**src/rtl/can_bit_sampler.sv**
```systemverilog
// CAN bit recovery: pin sync, hard/soft bit timing sync,
// stuff-bit removal and stuff-error detection.
module can_bit_sampler #(
  parameter int BIT_CLKS     = 16,
  parameter int SAMPLE_POINT = 11,
  parameter int SJW          = 2,
  parameter int IDLE_BITS    = 11
) (
  input  logic clk,
  input  logic rst,
  input  logic rx,
  input  logic stuff_en,
  output logic bit_valid,
  output logic bit_out,
  output logic sof,
  output logic stuff_err,
  output logic bus_idle,
  output logic frame_active
);

  localparam int CW = $clog2(BIT_CLKS);
  localparam int IW = $clog2(IDLE_BITS + 1);

  typedef logic [CW:0] cx_t;

  localparam cx_t BC = cx_t'(BIT_CLKS);
  localparam cx_t SP = cx_t'(SAMPLE_POINT);
  localparam cx_t SJ = cx_t'(SJW);

  typedef enum logic [1:0] {
    INTEGRATE = 2'd0,
    IDLE      = 2'd1,
    ACTIVE    = 2'd2
  } state_t;

  state_t state, state_n;

  logic rx_m, rx_s, rx_d;

  logic [CW-1:0] cnt, cnt_n;
  logic [2:0]    run, run_n;
  logic          run_val, run_val_n;
  logic [IW-1:0] idle_cnt, idle_n;
  logic          last_bit, last_n;
  logic          smp_done, smp_n;
  logic          sync_done, sync_n;
  logic          first, first_n;

  logic bv_n, bo_n, sof_n, err_n, bi_n, fa_n;

  logic fall, hard, sample, late, early, new_bit;
  logic is_last, is_stuff;
  cx_t  c, c_inc, adj, sum;

  // Sync flops idle recessive so reset never fakes an edge
  always_ff @(posedge clk) begin
    if (rst) begin
      rx_m <= 1'b1;
      rx_s <= 1'b1;
      rx_d <= 1'b1;
    end else begin
      rx_m <= rx;
      rx_s <= rx_m;
      rx_d <= rx_s;
    end
  end

  always_comb begin
    fall    = rx_d & ~rx_s;
    hard    = (state == IDLE) && fall;
    c       = hard ? '0 : {1'b0, cnt};
    c_inc   = c + cx_t'(1);
    sample  = (c == SP) && !smp_done;
    late    = 1'b0;
    early   = 1'b0;
    if (state == ACTIVE && fall && last_bit &&
        !sync_done && c != '0) begin
      late  = (c <= SP);
      early = (c > SP);
    end
    new_bit = hard;
    adj     = '0;
    sum     = '0;
    cnt_n   = c_inc[CW-1:0];
    unique case (1'b1)
      late: begin
        adj   = (c < SJ) ? c : SJ;
        cnt_n = CW'(c_inc - adj);
      end
      early: begin
        adj = ((BC - c) < SJ) ? (BC - c) : SJ;
        sum = c_inc + adj;
        if (sum >= BC) begin
          cnt_n   = CW'(sum - BC);
          new_bit = 1'b1;
        end else begin
          cnt_n = CW'(sum);
        end
      end
      default: begin
        if (c_inc == BC) begin
          cnt_n   = '0;
          new_bit = 1'b1;
        end
      end
    endcase
    // Flags live for one bit period; a bit period ends on wrap
    smp_n  = (smp_done | sample) & ~new_bit;
    sync_n = (sync_done | late | early) & ~new_bit;
    last_n = sample ? rx_s : last_bit;
  end

  always_comb begin
    state_n   = state;
    run_n     = run;
    run_val_n = run_val;
    idle_n    = idle_cnt;
    first_n   = first;
    bv_n      = 1'b0;
    bo_n      = bit_out;
    sof_n     = 1'b0;
    err_n     = 1'b0;
    bi_n      = bus_idle;
    fa_n      = frame_active;
    is_last   = (idle_cnt == IW'(IDLE_BITS - 1));
    is_stuff  = stuff_en && (run == 3'd5);
    unique case (state)
      INTEGRATE: begin
        if (sample) begin
          if (!rx_s) begin
            idle_n = '0;
          end else if (is_last) begin
            idle_n  = '0;
            state_n = IDLE;
            bi_n    = 1'b1;
          end else begin
            idle_n = idle_cnt + IW'(1);
          end
        end
      end
      IDLE: begin
        if (hard) begin
          state_n = ACTIVE;
          fa_n    = 1'b1;
          bi_n    = 1'b0;
          run_n   = '0;
          idle_n  = '0;
          first_n = 1'b1;
        end
      end
      ACTIVE: begin
        if (sample) begin
          if (is_stuff && rx_s == run_val) begin
            err_n   = 1'b1;
            fa_n    = 1'b0;
            state_n = INTEGRATE;
            run_n   = '0;
            idle_n  = '0;
          end else begin
            if (is_stuff) begin
              run_n = 3'd1;
            end else begin
              bv_n    = 1'b1;
              bo_n    = rx_s;
              sof_n   = first;
              first_n = 1'b0;
              if (run != '0 && rx_s == run_val)
                run_n = (run == 3'd5) ? run : run + 3'd1;
              else
                run_n = 3'd1;
            end
            run_val_n = rx_s;
            if (!rx_s) begin
              idle_n = '0;
            end else if (is_last) begin
              idle_n  = '0;
              state_n = IDLE;
              bi_n    = 1'b1;
              fa_n    = 1'b0;
            end else begin
              idle_n = idle_cnt + IW'(1);
            end
          end
        end
      end
      default: state_n = INTEGRATE;
    endcase
  end

  always_ff @(posedge clk) begin
    if (rst) state <= INTEGRATE;
    else     state <= state_n;
  end

  always_ff @(posedge clk) begin
    if (rst) begin
      cnt          <= '0;
      run          <= '0;
      run_val      <= 1'b0;
      idle_cnt     <= '0;
      last_bit     <= 1'b1;
      smp_done     <= 1'b0;
      sync_done    <= 1'b0;
      first        <= 1'b0;
      bit_valid    <= 1'b0;
      bit_out      <= 1'b0;
      sof          <= 1'b0;
      stuff_err    <= 1'b0;
      bus_idle     <= 1'b0;
      frame_active <= 1'b0;
    end else begin
      cnt          <= cnt_n;
      run          <= run_n;
      run_val      <= run_val_n;
      idle_cnt     <= idle_n;
      last_bit     <= last_n;
      smp_done     <= smp_n;
      sync_done    <= sync_n;
      first        <= first_n;
      bit_valid    <= bv_n;
      bit_out      <= bo_n;
      sof          <= sof_n;
      stuff_err    <= err_n;
      bus_idle     <= bi_n;
      frame_active <= fa_n;
    end
  end

endmodule

```
**config.mk**
```make
export PLATFORM = sky130hd
export DESIGN_NAME = can_bit_sampler
export DESIGN_NICKNAME = d
export VERILOG_FILES = /design/src/rtl/can_bit_sampler.sv
export SDC_FILE = /design/constraint.sdc
export NUM_CORES = 1
export LEC_CHECK = 0
export ABC_AREA = 1
export ABC_CLOCK_PERIOD_IN_PS = 5600
export CAP_MARGIN = 10
export CELL_PAD_IN_SITES_DETAIL_PLACEMENT = 1
export CELL_PAD_IN_SITES_GLOBAL_PLACEMENT = 1
export CORE_MARGIN = 3
export CORE_UTILIZATION = 47
export CTS_CLUSTER_DIAMETER = 50
export DETAILED_ROUTE_END_ITERATION = 12
export PLACE_DENSITY = 0.94
export SLEW_MARGIN = 20
export SYNTH_ARGS = -nofsm -noshare
export SYNTH_HDL_FRONTEND = slang
export SYNTH_SLANG_ARGS = --single-unit
```
**constraint.sdc**
```tcl
create_clock -name clk -period 5.6 [get_ports clk]
set_input_delay 1.12 -clock clk [delete_from_list [all_inputs] [get_ports clk]]
set_output_delay 1.12 -clock clk [all_outputs]
set_load 0.01 [all_outputs]
```
==> results.tsv <==
metric	value	unit
antenna_found_initial	0	
clock_latency	0.28	ns
synth.largest_area_cell	dfxtp_1	
synth_seq_cells	27	
hold_path_depth	1	
rows	22	
netlist_area	1970	um^2
core_area	3850	um^2
drt_iter0_drc	135	
crit_path_cell_trace	inv_1, ha_1, nand3_4, nand2_1, inv_1, ha_1, inv_1, nand2_1, nand2_1, inv_1, ha_1, or2_2, nand3_1, o21ai_1, nor2_1, nor2_1	
area_growth	8.75	%
cap_violations	0	
finalSetupViolCount	0	
hold_viol	0	
numCtsBuffers	3	
postSynthCellCount	288	
critPathRequiredTime	5.75	ns
post_cts_buffers	0	
p_leak	0.968	nW
worstHoldStart	rx_m$_SDFF_PP1_	
num_vias	1849	
die_area	5010	um^2
cts_tree	done	
post_cts_resized	0	
io_buffers	9	
cts_buffer_depth	2	
grt_pass1_vias	1872	
drt-total-wl	4980	um
hold-worst-slack	0.419	ns
crit_slowest_cell	dfxtp_1	
hold_class	reg2reg	
mappedNetlistNets	307	
vdd_drop_max	0.0814	mV
startpoint_type	register	
cts.sinks	27	
nets	317	
die_height	70.8	um
endpoint_kind	register	
path_class	reg2reg	
grt_overflow	0	
route.detailed.drc	0	
io_pins	10	
power.density	174	nW/um^2
status	complete, no violations	
clock.fmax	348	MHz
clk_pin_slew_worst_paths	0.09	ns
fin_crit_sh	0.514	
critPathMaxFanout	10	
synth_edf_count	0	
ff2ff_setup_slack	2.72	ns
grt_start_max_net_pins	20	
r2r_end	cnt[2]$_SDFF_PP0_	
min_to	rx_s$_SDFF_PP1_	
worst_r2r_path_depth	16	
dpl.cell_count	341	
synth.area.top_cells	dfxtp_1 27%, nand2_1 12%, ha_1 8.9%, inv_1 8.0%, nand3_1 6.8%	
track_usage	0.208	
dr.pass1.iters	4	
start_util	0.512	
finalClockSkew	0.00312	ns
final_common_cell	nand2_1	
cp.arrival	3.02	ns
total_power	0.374	mW
worst_pin_slew	0.808	ns
fin_tns_setup	0	ns
final_layout_size_suffix_gt1_frac	0.118	
slew_violations	0	
ant_nets	0	
dp_hpwl	4010	um
cts_hold_buf	0	
ys_dominant_reg_cell	dfxtp_1	
die_x	70.8	um
layout_common_cells	62 x nand2_1, 42 x inv_1, 27 x nand3_1, 27 x dfxtp_1, 25 x nor2_1	
place.gp.congestion	0.835	
synth.avg_cell_area	6.85	um^2
yosysWarningCount	0	
yosysUniqueCellTypes	36	
max_slew_margin	0.460	
grt_pass1_wl	8680	um
antennaDiodeCount	0	
fin_util	0.557	
postSynth.asyncResetShare	0	
min_period	2.88	ns
h-tree-depth	1	
rsz0062_at_grt	false	
critPathMostFrequentCell	inv_1	
critPathMaxStageDelay	0.36	ns
fin_cells	345	
yosysTopAreaCellShare	0.274	
regToRegStartpoint	state[1]$_SDFFE_PP0P_	
cts_root_buf	clkbuf_8	
routedWlPerCell	14.4	um
yosysSeqAreaShare	0.274	
via_per_inst	5.36	
## worst max-delay path, delay by kind of cell, from the launching register on
kind                       cells  cell delay (ns)
and+or+nand+nor                8             1.09
adders and majority gates      3             0.89
DFF                            1             0.36
buffers and inverters          4             0.34
AOI/OAI and AO/OA              1             0.06
## final cells by class
type                       instances  area, um^2
fill                             521        1710
multi-input combinational        211        1230
sequential                        27         541
inverter                          46         178
timing repair buffer               9        90.1
tap                               48        60.1
clock buffer                       3        41.3
clock inverter                     1        5.00
## stage by stage
step                instance area (um^2)  setup WS, ns
CTS                                 2150          2.76
floorplan                           1970          3.13
finish                              2150          2.72
global route                        2150          2.51
global placement                    2100          2.72
detailed placement                  2100          2.69
## logic make-up after synthesis
logic type | count (synthesis) | share of synthesized area
AND/OR/NAND/NOR | 148 | 0.384
other | 2 | 0.00381
flip-flops | 27 | 0.274
adder cells (fa/ha/maj) | 15 | 0.0989
buffers and inverters | 50 | 0.102
AO/OA/AOI/OAI | 41 | 0.115
XOR/XNOR | 5 | 0.0222
## per-layer routing
| layer | part of all wire | wire length (um) | global-route usage | up-vias |
|---|---|---|---|---|
| met4 | 0.0046 | 23 | 0.0313 | 0 |
| li1 | - | - | - | 941 |
| met2 | 0.45 | 2220 | 0.324 | 26 |
| met3 | 0.035 | 175 | 0.0313 | 5 |
| met5 | 0 | 0 | 0 | - |
| met1 | 0.51 | 2560 | 0.310 | 877 |
## state kept, by name (all words and copies together), names as in the netlist
signal / cells
bus_idle: 1
rx_s: 1
rx_m: 1
bit_out: 1
run_val: 1
first: 1
bit_valid: 1
cnt: 4
state: 2
last_bit: 1
smp_done: 1
idle_cnt: 4
run: 3
rx_d: 1
sync_done: 1
sof: 1
stuff_err: 1
frame_active: 1
## report_power, final
part | leakage [nW] | switching (mW) | total (mW) | internal [mW]
sequential | 0.219 | 0.00425 | 0.199 | 0.195
combinational | 0.724 | 0.0376 | 0.0599 | 0.0224
clock | 0.0255 | 0.0648 | 0.115 | 0.0500
total | 0.968 | 0.107 | 0.374 | 0.267
## cell usage after synthesis (2+ instances only)
library cell and count:
inv_4 2, o21ai_2 2, a21oi_1 22, nor3_1 4, ha_1 14, xor2_1 3
nor2_4 3, inv_1 42, o21ai_1 2, o211ai_1 2, dfxtp_1 27, clkbuf_1 2
conb_1 2, nand2_4 4, nand3_1 27, nand2_1 62, o21ai_0 11, nor2_1 25
nor2_2 3, nand2_2 5, or2_2 3, inv_2 2, nand4_1 5, xnor2_1 2
## worst max path at each step
stage | startpoint | to | slack, ns
6_report | state[1]$_SDFFE_PP0P_ | cnt[2]$_SDFF_PP0_ | 2.72
5_1_grt | state[1]$_SDFFE_PP0P_ | cnt[2]$_SDFF_PP0_ | 2.51
4_1_cts | state[1]$_SDFFE_PP0P_ | cnt[2]$_SDFF_PP0_ | 2.76
3_5_place_dp | rst | bit_out$_SDFFE_PP0P_ | 2.69
3_3_place_gp | rst | bit_out$_SDFFE_PP0P_ | 2.72
2_1_floorplan | state[1]$_SDFFE_PP0P_ | cnt[2]$_SDFF_PP0_ | 3.13
Note: power is estimated with default switching activity, not from simulation.
